File: src/rtl/pito_irq_ctrl.sv
// pito_irq_ctrl: per-hart machine-mode interrupt controller for the 8-hart PITO barrel core.
// Define PITO_IRQ_TIMER_EN to add the mtime counter and per-hart mtimecmp timer source (MTIP).
module pito_irq_ctrl #(
    parameter int unsigned NUM_HARTS   = 8,
    parameter int unsigned XLEN        = 32,
    parameter logic [11:0] TIMECMP_CSR = 12'h7C0,
    localparam int unsigned HART_W     = $clog2(NUM_HARTS)
) (
    input  logic                      clk,
    input  logic                      rst_n,
    input  logic [HART_W-1:0]         fetch_hart_i,
    input  logic [NUM_HARTS-1:0]      ext_irq_i,
    input  logic [NUM_HARTS-1:0]      mvu_irq_i,
    input  logic [NUM_HARTS*XLEN-1:0] mie_i,
    input  logic [NUM_HARTS-1:0]      mstatus_mie_i,
    input  logic                      csr_we_i,
    input  logic [2:0]                csr_op_i,
    input  logic [HART_W-1:0]         csr_hart_i,
    input  logic [11:0]               csr_addr_i,
    input  logic [XLEN-1:0]           csr_wdata_i,
    output logic [XLEN-1:0]           mip_rdata_o,
    output logic                      irq_req_o,
    output logic [HART_W-1:0]         irq_hart_o,
    output logic [XLEN-1:0]           irq_cause_o,
    input  logic                      irq_ack_i,
    input  logic                      mret_i,
    input  logic [HART_W-1:0]         mret_hart_i
);

    localparam logic [11:0]     MIP_CSR   = 12'h344;
    localparam int unsigned     MSI_BIT   = 3;
    localparam int unsigned     MTI_BIT   = 7;
    localparam int unsigned     MEI_BIT   = 11;
    localparam int unsigned     MVU_BIT   = 16;
    localparam logic [XLEN-1:0] MVU_CAUSE = {1'b1, (XLEN-1)'(MVU_BIT)};

    logic [NUM_HARTS-1:0]           msip, mvu_pend, in_trap, mtip;
    logic [NUM_HARTS-1:0]           msip_nxt, mvu_pend_nxt, in_trap_nxt;
    logic [NUM_HARTS-1:0][XLEN-1:0] mip, mie;
    logic [XLEN-1:0]                pend_c, cause_c;
    logic                           ack_c, elig_c, mip_we_c;

    assign mie = mie_i;

    // MEIP is the live level; the other sources come from local state.
    for (genvar g = 0; g < NUM_HARTS; g++) begin : g_mip
        assign mip[g] = (XLEN'(ext_irq_i[g]) << MEI_BIT)
                      | (XLEN'(msip[g])      << MSI_BIT)
                      | (XLEN'(mtip[g])      << MTI_BIT)
                      | (XLEN'(mvu_pend[g])  << MVU_BIT);
    end

    assign mip_rdata_o = mip[csr_hart_i];
    assign ack_c       = irq_ack_i && irq_req_o;
    assign mip_we_c    = csr_we_i && (csr_addr_i == MIP_CSR);

    // Next-state for MSIP, MVU pending and the in-trap guard.
    always_comb begin
        msip_nxt     = msip;
        mvu_pend_nxt = mvu_pend;
        in_trap_nxt  = in_trap;
        if (mip_we_c) begin
            case (csr_op_i)
                3'b001:  msip_nxt[csr_hart_i] = csr_wdata_i[MSI_BIT];
                3'b010:  msip_nxt[csr_hart_i] = msip[csr_hart_i] | csr_wdata_i[MSI_BIT];
                3'b011:  msip_nxt[csr_hart_i] = msip[csr_hart_i] & ~csr_wdata_i[MSI_BIT];
                default: ;
            endcase
        end
        if (mret_i) begin
            in_trap_nxt[mret_hart_i] = 1'b0;
        end
        // Ack overrides a same-cycle MRET on the same hart.
        if (ack_c) begin
            in_trap_nxt[irq_hart_o] = 1'b1;
            if (irq_cause_o == MVU_CAUSE) begin
                mvu_pend_nxt[irq_hart_o] = 1'b0;
            end
        end
        mvu_pend_nxt = mvu_pend_nxt | mvu_irq_i;
    end

    // Evaluate the issuing hart against the post-ack guard so an acked hart is not re-requested.
    always_comb begin
        pend_c  = mip[fetch_hart_i] & mie[fetch_hart_i];
        elig_c  = mstatus_mie_i[fetch_hart_i] && !in_trap_nxt[fetch_hart_i] && (pend_c != '0);
        cause_c = '0;
        if (pend_c[MEI_BIT]) begin
            cause_c = {1'b1, (XLEN-1)'(MEI_BIT)};
        end else if (pend_c[MSI_BIT]) begin
            cause_c = {1'b1, (XLEN-1)'(MSI_BIT)};
        end else if (pend_c[MTI_BIT]) begin
            cause_c = {1'b1, (XLEN-1)'(MTI_BIT)};
        end else if (pend_c[MVU_BIT]) begin
            cause_c = MVU_CAUSE;
        end
    end

    always_ff @(posedge clk) begin
        if (!rst_n) begin
            msip        <= '0;
            mvu_pend    <= '0;
            in_trap     <= '0;
            irq_req_o   <= 1'b0;
            irq_hart_o  <= '0;
            irq_cause_o <= '0;
        end else begin
            msip        <= msip_nxt;
            mvu_pend    <= mvu_pend_nxt;
            in_trap     <= in_trap_nxt;
            irq_req_o   <= elig_c;
            irq_hart_o  <= fetch_hart_i;
            irq_cause_o <= elig_c ? cause_c : '0;
        end
    end

`ifdef PITO_IRQ_TIMER_EN
    logic [31:0]                 mtime;
    logic [NUM_HARTS-1:0][31:0]  mtimecmp;
    logic                        tcmp_we_c;

    function automatic logic [31:0] csr_apply(input logic [31:0] old, input logic [2:0] op,
                                              input logic [31:0] wdata);
        case (op)
            3'b001:  return wdata;
            3'b010:  return old | wdata;
            3'b011:  return old & ~wdata;
            default: return old;
        endcase
    endfunction

    assign tcmp_we_c = csr_we_i && (csr_addr_i == TIMECMP_CSR);

    // Free-running mtime; MTIP is the registered unsigned compare.
    always_ff @(posedge clk) begin
        if (!rst_n) begin
            mtime    <= '0;
            mtimecmp <= '1;
            mtip     <= '0;
        end else begin
            mtime <= mtime + 32'd1;
            for (int h = 0; h < NUM_HARTS; h++) begin
                mtip[h] <= (mtime >= mtimecmp[h]);
            end
            if (tcmp_we_c) begin
                mtimecmp[csr_hart_i] <= csr_apply(mtimecmp[csr_hart_i], csr_op_i, 32'(csr_wdata_i));
            end
        end
    end
`else
    logic unused_cfg;

    assign mtip       = '0;
    assign unused_cfg = ^{TIMECMP_CSR, csr_wdata_i[XLEN-1:MSI_BIT+1], csr_wdata_i[MSI_BIT-1:0]};
`endif

endmodule
File: config.mk
export PLATFORM = sky130hd
export DESIGN_NAME = pito_irq_ctrl
export DESIGN_NICKNAME = d
export VERILOG_FILES = /design/src/rtl/pito_irq_ctrl.sv
export SDC_FILE = /design/constraint.sdc
export NUM_CORES = 1
export LEC_CHECK = 0
export BUFFER_PORTS_ARGS = -buffer_cell sky130_fd_sc_hd__buf_2
export CAP_MARGIN = 10
export CELL_PAD_IN_SITES_DETAIL_PLACEMENT = 0
export CELL_PAD_IN_SITES_GLOBAL_PLACEMENT = 2
export CORE_AREA = 2 2 158 160
export CTS_CLUSTER_SIZE = 20
export DETAILED_ROUTE_END_ITERATION = 10
export DIE_AREA = 0 0 160 162
export PLACE_DENSITY_LB_ADDON = 0.1
export SLEW_MARGIN = 20
export SYNTH_ARGS = -nofsm -noshare
export SYNTH_HDL_FRONTEND = slang
export SYNTH_SLANG_ARGS = --single-unit
File: constraint.sdc
create_clock -name clk -period 2.1 [get_ports clk]
set_input_delay 0 -clock clk [delete_from_list [all_inputs] [get_ports clk]]
set_output_delay 0 -clock clk [all_outputs]
set_load 0.03 [all_outputs]
==> results by stage, run 1 <==
Run status:
- The run finished with clean final reports.

Power:
- The cell leakage power is 1.35 nW.
- The internal power summed over all cells is 0.00133 W.
- The fraction of power spent switching nets is 33.1%.
- The clock network fraction of total power is 44.1%.
- The relative contribution of sequential cells to total power is 32.5%.
- The power density over the cells is 615 nW/um2.
- The power spent charging and discharging nets is 0.000657 W.
- The largest vdd supply drop is 0.226 mV.
- The share of power burned in combinational logic is 23.4%.

Min path:
- The startpoint identified for the worst hold timing path is mvu_irq_i[6].
- The worst hold path depth is 3.
- The worst hold path belongs to the class in2reg.
- The worst hold path terminates at mvu_pend[6].

Floorplan:
- The die is 162 um tall.
- The area of the die is 25,900 um2.
- The floorplan has 57 rows.
- The core area is 24,100 um2.
- The I/O pin count is 409.
- The die is 160 um wide.
- Once the floorplan was initialized, standard cells occupied 9.32% of the core.

Route:
- The residual antenna-violating net count after detailed routing is 0.
- Summed over all layers, the routed wires come to 10,500 um.
- The first detailed-routing pass ran for 4 iterations.
- In the routed layout, each cell is associated on average with a via count of 3.21.
- The DRC violation total after the first TritonRoute iteration is 148.
- The via count is 2,300.
- The number of DRC violations after detailed routing is 0.
- After detailed routing, the average wire length per cell comes to 14.6 um.

Worst setup path:
- The largest incremental delay on the critical path is 0.52 ns.
- The data arrival at the endpoint of the critical path is 2.12 ns.
- The data required time of the critical path is 2.28 ns.
- The critical path in this run is classified as reg2reg.
- Walking the worst path, the cells encountered are and4b_1, a22oi_1, a221oi_1, o32ai_4, and2_2.
- The worst setup path is captured at a flop.
- The endpoint identified for the worst register-to-register timing path is irq_cause_o[3].
- On the critical path, the stage with the largest delay is an instance of a221oi_1.
- The worst register-to-register path has a setup slack of 0.17 ns.
- For the worst flop-to-flop path, the logic depth is 5.
- The startpoint identified for the worst register-to-register timing path is irq_req_o.
- STA classifies the critical path startpoint as a flop.
- Of all nets on the critical path, the largest fanout is 5.

Timing:
- The worst path needs 1.93 ns of the cycle, external delays included.
- The period utilization is 92.0%.
- The worst-margin pin slew is 0.537 ns.
- The clock skew after layout is 0.00655 ns.
- Setup violations remaining at the end of the flow were counted as 0.
- The hold violation count in the final report is 0.
- The final hold slack is 0.00220 ns.
- The max-slew headroom at the worst pin is 63.7%.
- The final setup TNS is 0 ns.
- Based on the critical path, the design can be clocked at up to 517 MHz.
- The number of pins with negative max-slew slack in the final report was 0.
- Setup repair after global routing left no endpoint under its margin.

Synth:
- Yosys mapped a number of flops with a built-in enable equal to 0.
- The number of synthesis warnings is 0.
- Counting every instance in the synthesized netlist gives 281.
- The cell taking the most area after synthesis is dfxtp_1.
- The area fraction of the dominant cell type after synthesis is 28.5%.
- The compound-gate portion of the synthesized area is 21.9%.
- By area the synthesized netlist is led by dfxtp_1, buf_4, nand3_1.
- The multiplexer share of the synthesized area is 3.90%.
- The dominant combinational cell family by area after synthesis is simple AND/OR/NAND/NOR gates.
- The share of flip-flops with an asynchronous set or reset after synthesis is 0%.
- The commonest cells after synthesis are buf_4, dfxtp_1, nor2_1.
- The post-synthesis simple-gate area fraction is 23.2%.
- Synthesis inferred 32 register bits.
- In the post-synthesis netlist, the cell with the most instances is buf_4.
- The average instance area after synthesis is 8.00 um2.
- The combined area of all synthesized cells is 2250 um2.
- The adder and majority gate portion of the synthesized area is 0%.
- The share of the Yosys chip area taken by registers is 28.5%.
- After Yosys synthesis, XOR and XNOR cells account for 0% of the synthesized area.
- Among all flip-flop cells after synthesis, the most frequent one is dfxtp_1.
- The number of distinct library cell variants in the gate-level netlist after synthesis is 47.

Clock network:
- The clock tree synthesis step divided the H-tree into 2 levels.
- In this run the clock root is driven by a clkbuf_16.
- Clock-pin slew was measured on the worst setup and hold paths at 0.06 ns.
- The number of buffers on the longest clock path is 2.
- TritonCTS built the clock tree.
- The number of buffers created by CTS is 5.
- The setup fix buffers added after clock tree synthesis is 0.
- The clock drives 32 sinks.
- The latest clock arrival within the worst-skew pair is 0.29 ns.

Global routing:
- The initial antenna violation count is 0.
- The leftover overflow at the end of global routing is 0.
- The first global-routing pass estimated 14,900 um of wire.
- The maximum number of pins on one net before global-route repair is 27.
- The number of global-route vias before repair is 2,272.
- The combined global-route utilization of all metal layers is 8.07%.

Layout:
- For this run, the post-layout net count is 733.
- In the final layout, the share of cells above drive strength 1 is 32.1%.
- The filler cells instantiated in the layout total 2,836.
- The number of antenna cells inserted is 0.
- The area growth from synthesis to final layout is 43.7%.

Place:
- The HPWL after detailed placement is 8750 um.
- Routability-driven placement finished with a final weighted congestion of 0.692.
- The quantity of I/O buffers inserted on ports is 89.

Flow run:
- Max-cap violations in this run came to 0.
==> logic make-up after synthesis <==
logic type | after synthesis
AOI/OAI and AO/OA | 72
muxes | 5
buffers and inverters | 76
and+or+nand+nor | 95
DFF | 32
other | 1
==> layout by cell type (no fill, tap or decap), types with 4 or more instances in the layout <==
cell | synthesis | layout
buf_2 | 1 | 89
conb_1 | 1 | 56
dfxtp_1 | 32 | 32
nor2_1 | 21 | 21
nand2_1 | 20 | 20
nand3_1 | 18 | 18
buf_4 | 57 | 18
o21ai_0 | 18 | 17
a21oi_1 | 16 | 16
inv_1 | 11 | 11
a221oi_1 | 8 | 8
and2_1 | 7 | 7
a211oi_1 | 7 | 7
dlygate4sd3_1 | 0 | 7
a22oi_1 | 5 | 5
clkbuf_16 | 0 | 5
nand4b_1 | 4 | 4
==> what timing repair did <==
| action | 4_1_cts | 5_1_grt |
|---|---|---|
| setup endpoints to repair | 0 | 6 |
| hold endpoints to repair | 7 | 0 |
| hold buffers | 7 | 0 |
| gates resized for setup | 0 | 2 |
==> worst max-delay path: cells and delay by family, from the launching register on <==
family	cells	cell delay [ns]
flip-flops	1	0.42
AO/OA/AOI/OAI	3	0.85
AND/OR/NAND/NOR	2	0.56
==> layout make-up <==
class / count / area [um2] / area share, %
Clock buffer: 5 / 125 / 3.87
Clock inverter: 3 / 42.5 / 1.32
Inverter: 11 / 41.3 / 1.28
Multi-Input combinational cell: 228 / 1320 / 41.0
Sequential cell: 32 / 641 / 19.8
Tap cell: 324 / 405 / 12.6
Timing Repair Buffer: 114 / 651 / 20.1
==> per-stage QoR <==
stage / util (%) / cells / power [W] / setup WS [ns] / instance area (um2)
6_report: 13.4 / 717 / 0.00199 / 0.168 / 3230
5_1_grt: 13.4 / 717 / 0.00209 / 0.00480 / 3230
4_1_cts: 13.3 / 717 / 0.00202 / 0.0677 / 3220
3_5_place_dp: 12.4 / 702 / 0.00112 / 0.0462 / 2980
3_3_place_gp: 12.4 / 702 / 0.00112 / 0.0428 / 2980
2_1_floorplan: - / 336 / 0.00101 / 0.0807 / 2450
==> how the worst max path moves through the flow <==
stage / from / to / depth (start not counted)
final: irq_req_o / irq_cause_o[3] / 5
after global routing: irq_req_o / irq_cause_o[3] / 5
after CTS: irq_hart_o[1] / irq_req_o / 5
after detailed placement: mret_hart_i[0] / irq_req_o / 7
after global placement: mret_hart_i[0] / irq_req_o / 7
after floorplan: irq_hart_o[2] / irq_cause_o[4] / 6
==> power by group through the flow <==
stage          combinational, W  clock (W)  sequential [W]
2_1_floorplan          0.000338          0        0.000669
3_3_place_gp           0.000456          0        0.000660
3_5_place_dp           0.000456          0        0.000661
4_1_cts                0.000467   0.000907        0.000647
5_1_grt                0.000502   0.000940        0.000649
6_report               0.000464   0.000875        0.000646
==> routing by layer <==
layer | vias up | share of wire [%] | global-route usage, %
met2 | 95 | 43 | 12.2
met4 | 0 | 0.97 | 2.01
met3 | 8 | 5.9 | 2.43
met5 | - | 0 | 0
met1 | 1071 | 50 | 11.2
li1 | 1126 | - | -
No activity file was read; power rests on OpenSTA's default activity.
==> run 2: changes to the inputs <==
==> constraint.sdc (replaced) <==
create_clock -name clk -period 2.1 [get_ports clk]
set_input_delay 0.105 -clock clk [delete_from_list [all_inputs] [get_ports clk]]
set_output_delay 0.105 -clock clk [all_outputs]
set_load 0.03 [all_outputs]
==> run 2 against run 1 <==
Net effect:
- sequential power barely moved
- hold slack improved by 0.040 ns
- utilization fell by 0.31 points
- critical endpoint is now irq_req_o
==> results by stage, run 2 (synthesis gave the netlist of run 1 again) <==
Layout:
- The design area is 3150 um2 (-2.3%).
- The area of combinational cells with multiple inputs was 1320 um2 (-0.38%).
- The fraction of final layout cells with drive strength greater than 1 came to 33.7% (+1.6 points).
- The number of antenna cells inserted was 0 (unchanged).
- The library cell used most frequently in the layout, excluding fill and tap cells, is buf_2.
- The post-layout instance count excluding filler cells came to 713 (-0.56%).
- The final core utilization is 13.1% (-0.31 points).
- The library cells used most frequently in the layout, excluding fill and tap cells, are buf_2, conb_1, dfxtp_1, nor2_1, buf_4.
- The number of nets in the finished design is 729 (-0.55%).
- The area taken by flip-flops and latches is 642 um2 (+0.20%).
- The area growth from synthesis to final layout is 40.4%.
- The layout filler cell count is 2,844 (+0.28%).

Clock network:
- The buffer cell driving the clock tree root is clkbuf_16.
- The TritonCTS clock tree is built.
- The setup fix buffers added after clock tree synthesis was 0 (unchanged).
- The clock-pin slew on the worst setup and hold paths came to 0.06 ns (about the same).
- The number of buffers created by CTS was 5 (unchanged).
- The number of buffers on the longest clock path is 2 (unchanged).
- The count of H-tree levels built during CTS is 2 (unchanged).
- The latest clock arrival within the worst-skew pair was 0.28 ns (about the same).
- The clock sink total was 32 (unchanged).

Route:
- The number of DRC violations after detailed routing is 0 (unchanged).
- The residual antenna-violating net count after detailed routing is 0 (unchanged).
- The final wirelength was 10,400 um (-0.80%).
- The via-per-instance ratio was 3.22 (+0.25%).
- The via count is 2,293 (-0.30%).
- The DRC violation total after the first TritonRoute iteration is 128 (-14%).
- The mean routed wirelength per cell was 14.6 um (-0.25%).
- The first-pass iteration count of the detailed router is 4 (unchanged).

Place:
- The placed instance count was 705 (+0.43%).
- The placed standard-cell area is 3000 um2 (+0.76%).
- The quantity of I/O buffers inserted on ports is 89 (unchanged).
- The HPWL after detailed placement is 8660 um (-1.0%).
- The global placement routability congestion is 0.677 (-2.1%).

Worst setup path:
- The data required time of the critical path is 2.33 ns (+0.05 ns).
- STA classifies the critical path startpoint as a flop.
- The data arrival at the endpoint of the critical path is 2.17 ns (+0.05 ns).
- STA classifies the critical path endpoint as a flop.
- The setup path with the least slack is of type reg2reg.
- The register-to-register setup slack is 0.16 ns (about the same).
- The critical-path maximum fanout is 5 (unchanged).

Floorplan:
- The starting density of the core is 9.32% (unchanged).
- The die extent in x is 160 um (unchanged).
- The placement row count is 57 (unchanged).
- The I/O pin count is 409 (unchanged).
- The height of the chip came to 162 um (unchanged).
- The area of the die was 25,900 um2 (unchanged).
- The core area is 24,100 um2 (unchanged).

Global routing:
- The combined global-route utilization of all metal layers is 8.00% (-0.076 points).
- The initial antenna violation count came to 0 (unchanged).
- The number of global-route vias before repair is 2,263 (-0.40%).
- The leftover overflow at the end of global routing is 0 (unchanged).
- The maximum number of pins on one net before global-route repair was 27 (unchanged).
- The first-pass GRT wire length came to 15,200 um (+1.9%).

Timing:
- The final critical path time including I/O delays and setup is 1.94 ns (+0.00754 ns).
- The final setup TNS came to 0 ns (unchanged).
- The setup violation total in the final timing report is 0 (unchanged).
- Setup repair after global routing left no endpoint under its margin.
- The worst-margin pin slew is 0.589 ns (+0.0515 ns).
- The clock skew after layout is 0.00428 ns (-0.00227 ns).
- The max-slew headroom at the worst pin was 60.3% (-3.4 points).
- The upper clock frequency limit came to 515 MHz (-0.39%).
- The period utilization came to 92.4% (+0.36 points).
- The hold violation count in the final report came to 0 (unchanged).
- The final hold slack came to 0.0417 ns (+0.0395 ns).
- The number of pins with negative max-slew slack in the final report is 0 (unchanged).

Min path:
- The worst min-delay path class is in2reg.

Power:
- The cell leakage power is 1.33 nW (-1.5%).
- The largest vdd supply drop was 0.261 mV (+15%).
- The power density over the cells is 582 nW/um2 (-5.4%).

Flow run:
- The number of maximum-capacitance violations is 0 (unchanged).

Run status:
- The run finished with clean final reports.
[run 2: worst max-delay path: stages (launching register included)]
cell	delay (ns)
dfxtp_1	0.38
and4bb_2	0.28
a221o_1	0.36
a311o_1	0.36
o32ai_2	0.17
buf_4	0.19
o31a_2	0.14
[run 2: path summary, 6_finish.rpt]
| path | endpoint | depth (start not counted) | from |
|---|---|---|---|
| setup / recovery | irq_req_o | 6 | irq_hart_o[0] |
| hold / removal | mvu_pend[4] | 3 | mvu_irq_i[4] |
| setup reg to reg | irq_req_o | 6 | irq_hart_o[0] |
| hold reg to reg | in_trap[0] | 2 | in_trap[0] |
[run 2: layer usage]
layer	global-route usage [%]	routed length (um)
met3	1.86	605
met4	1.84	99
met5	0	0
met2	12.1	4430
met1	11.5	5240
[run 2: cell type report]
cell class,count,share of cell area [%]
Clock buffer,5,3.97
Clock inverter,3,0.595
Inverter,11,1.31
Multi-Input combinational cell,228,41.8
Sequential cell,32,20.3
Tap cell,324,12.9
Timing Repair Buffer,110,19.1
[run 2: report_power, final]
group	switching, W	internal, W	total, W
registers	0.0000195	0.000628	0.000648
clock network	0.000298	0.000437	0.000735
logic	0.000316	0.000136	0.000452
total	0.000633	0.00120	0.00183
[run 2: metrics by stage]
stage / power (W) / setup WS [ns]
final: 0.00183 / 0.160
after CTS: 0.00187 / 0.0819
after global placement: 0.00112 / -0.00877
after detailed placement: 0.00112 / 0.0133
after global routing: 0.00194 / 0.00731
after floorplan: 0.00101 / 0.0807
[run 2: timing repair]
action,in CTS,in global routing
endpoints found under the setup margin,0,5
hold endpoints to repair,0,0
hold buffers,0,0
gates resized for setup,0,2
==> run 3: changes to the inputs <==
CELL_PAD_IN_SITES_DETAIL_PLACEMENT = 1   (was 0)
CELL_PAD_IN_SITES_GLOBAL_PLACEMENT = 1   (was 2)
CORE_AREA = 2 2 159 161   (was 2 2 158 160)
DIE_AREA = 0 0 161 163   (was 0 0 160 162)
==> run 3 against run 2 <==
Net effect:
- wire length up 0.36%
- setup slack better by 0.017 ns
- die area up 1.2%
- non-clock buffer count down 6
- first-iteration DRC count down 30%
- sequential power about the same
- utilization down 0.48 points
- combinational power about the same
- clock power down 6.0%
- via count up 0.13%
- maximum frequency up 0.88%
- sequential share of layout area up 0.25 points
- largest power group unchanged
==> results by stage, run 3 (synthesis gave the netlist of run 1 again) <==
Global routing:
- The combined global-route utilization of all metal layers is 7.84% (-0.16 points).
- The initial antenna violation count is 0 (unchanged).
- The maximum number of pins on one net before global-route repair is 27 (unchanged).
- The first-pass GRT wire length was 15,300 um (+0.95%).
- The leftover overflow at the end of global routing is 0 (unchanged).
- The number of global-route vias before repair was 2,404 (+6.2%).

Floorplan:
- The height of the chip is 163 um (+0.62%).
- The area of the die is 26,200 um2 (+1.2%).
- The I/O pin count is 409 (unchanged).
- The placement row count is 58 (+1.8%).
- The starting density of the core is 9.11% (-0.21 points).
- The core area is 24,700 um2 (+2.4%).
- The die extent in x is 161 um (+0.63%).

Timing:
- The final setup TNS was 0 ns (unchanged).
- The max-slew headroom at the worst pin is 62.6% (+2.3 points).
- Setup repair after global routing left no endpoint under its margin.
- The upper clock frequency limit is 520 MHz (+0.88%).
- The setup violation total in the final timing report is 0 (unchanged).
- The hold violation count in the final report is 0 (unchanged).
- The worst-margin pin slew is 0.559 ns (-0.0299 ns).
- The clock skew after layout was 0.00355 ns (-0.000732 ns).
- The final critical path time including I/O delays and setup is 1.92 ns (-0.0170 ns).
- The smallest setup slack after layout is 0.177 ns (+0.0170 ns).
- The period utilization is 91.6% (-0.81 points).
- The number of pins with negative max-slew slack in the final report is 0 (unchanged).

Worst setup path:
- The number of buffer and inverter instances along the worst setup path is 0 (-1).
- The startpoint type of the worst setup path is a flop.
- The signal on the critical path passes through and4bb_2, a221o_1, a311o_1, o32ai_4, o31a_2.
- Grouping stages by cell kind, the critical path spends the most delay in compound AO/OA/AOI/OAI gates.
- The largest incremental delay on the critical path is 0.39 ns (about the same).
- The data arrival at the endpoint of the critical path is 2.14 ns (-0.03 ns).
- The worst setup path is captured at a flop.
- The critical path class is reg2reg.
- The data required time of the critical path is 2.32 ns (about the same).
- The critical-path maximum fanout is 5 (unchanged).
- The slowest stage of the critical path belongs to the cell a311o_1.

Clock network:
- The number of buffers on the longest clock path is 2 (unchanged).
- The TritonCTS clock tree is built.
- The number of buffers created by CTS is 5 (unchanged).
- The count of H-tree levels built during CTS came to 2 (unchanged).
- The latest clock arrival within the worst-skew pair is 0.27 ns (about the same).
- The clock sink total is 32 (unchanged).
- The setup fix buffers added after clock tree synthesis came to 0 (unchanged).
- The number of hold buffers added after CTS came to 0 (unchanged).
- The clock-pin slew on the worst setup and hold paths is 0.06 ns (about the same).
- CTS placed an instance of clkbuf_16 at the clock tree root.

Layout:
- The area taken by flip-flops and latches is 641 um2 (-0.20%).
- Compared with the post-synthesis result, the final layout area differs by 38.4%.
- The fraction of final layout cells with drive strength greater than 1 came to 31.7% (-2.0 points).
- The number of nets in the finished design came to 723 (-0.82%).
- The area of combinational cells with multiple inputs is 1320 um2 (+0.38%).
- The final core utilization came to 12.6% (-0.48 points).
- The layout filler cell count came to 3,020 (+6.2%).
- The number of antenna cells inserted is 0 (unchanged).
- The most common cell after layout, fill and taps aside is buf_2.
- In the layout the commonest cells are buf_2, conb_1, dfxtp_1, nor2_1, nand2_1.

Route:
- The final wirelength is 10,400 um (+0.36%).
- The routed wire length on met2 came to 4640 um (+4.7%).
- The first-pass iteration count of the detailed router is 4 (unchanged).
- The number of DRC violations after detailed routing was 0 (unchanged).
- In this run the top signal layer used is met4.
- The via count came to 2,296 (+0.13%).
- The wire length the detailed router placed on met1 is 5210 um (-0.69%).
- The mean routed wirelength per cell was 14.6 um (+0.50%).
- The residual antenna-violating net count after detailed routing is 0 (unchanged).
- The detailed-routed wire length on met3 is 548 um (-9.4%).
- The DRC violation total after the first TritonRoute iteration is 90 (-30%).
- The via-per-instance ratio is 3.22 (+0.27%).

Place:
- The HPWL after detailed placement is 8760 um (+1.1%).
- The pre-CTS setup slack is 0.0293 ns (+0.0160 ns).
- The global placement routability congestion is 0.716 (+5.7%).
- The quantity of I/O buffers inserted on ports is 89 (unchanged).

Power:
- The power density over the cells is 575 nW/um2 (-1.2%).
- The largest vdd supply drop is 0.226 mV (-13%).
- The cell leakage power is 1.29 nW (-2.7%).

Flow run:
- The number of maximum-capacitance violations was 0 (unchanged).

Min path:
- The path class of the tightest hold or removal check is in2reg.

Run status:
- The run finished with clean final reports.
## run 3: cell types whose count changed in the layout (fill, tap and decap cells not counted)
| cell | before | now |
|---|---|---|
| a221oi_1 | 7 | 8 |
| a221oi_2 | 1 | 0 |
| buf_4 | 21 | 15 |
| clkbuf_1 | 0 | 1 |
| clkinv_2 | 2 | 1 |
| clkinv_4 | 1 | 0 |
| dfxtp_1 | 31 | 32 |
| dfxtp_2 | 1 | 0 |
| o32ai_2 | 1 | 0 |
| o32ai_4 | 0 | 1 |
## run 3: per-layer routing
metal,global-route usage [%],vias to the layer above
met2,12.5,100
met1,11.0,1089
met4,1.22,0
met5,0,-
li1,-,1105
met3,1.68,2
## run 3: worst paths after layout
path,start,end,slack (ns),cells after the start
min reg2reg,in_trap[0],in_trap[0],0.47,2
max,irq_hart_o[1],irq_req_o,0.18,5
max reg2reg,irq_hart_o[1],irq_req_o,0.18,5
min,mvu_irq_i[1],mvu_pend[1],0.04,3
## run 3: power breakdown
part	switching, W	total, W	internal (W)	leakage [nW]
logic	0.000319	0.000451	0.000132	0.967
registers	0.0000179	0.000646	0.000628	0.262
clock network	0.000260	0.000691	0.000431	0.0667
total	0.000597	0.00179	0.00119	1.29
## run 3: layout make-up
type                            count  share of cell area (%)
Clock buffer                        6                    4.14
Sequential cell                    32                    20.6
Multi-Input combinational cell    228                    42.6
Tap cell                          330                    13.3
Clock inverter                      1                   0.161
Timing Repair Buffer              104                    17.9
Inverter                           11                    1.33
## run 3: stage by stage
stage | hold WS [ns] | instances | power, W | area [um2]
after global placement | 0.313 | 705 | 0.00111 | 2970
after global routing | 0.0538 | 712 | 0.00190 | 3110
after detailed placement | 0.322 | 705 | 0.00111 | 2970
after CTS | 0.0352 | 712 | 0.00182 | 3100
after floorplan | 0.222 | 336 | 0.00101 | 2450
final | 0.0431 | 712 | 0.00179 | 3110
## run 3: worst reg2reg max path: stages, from the launching register on
cell and delay [ns]:
dfxtp_1 0.38, and4bb_2 0.32, a221o_1 0.36, a311o_1 0.39, o32ai_4 0.21, o31a_2 0.22
## run 3: repair_timing
| action | in CTS | in global routing |
|---|---|---|
| endpoints found under the hold margin | 0 | 0 |
| setup endpoints to repair | 0 | 4 |
| resized for setup | 0 | 1 |
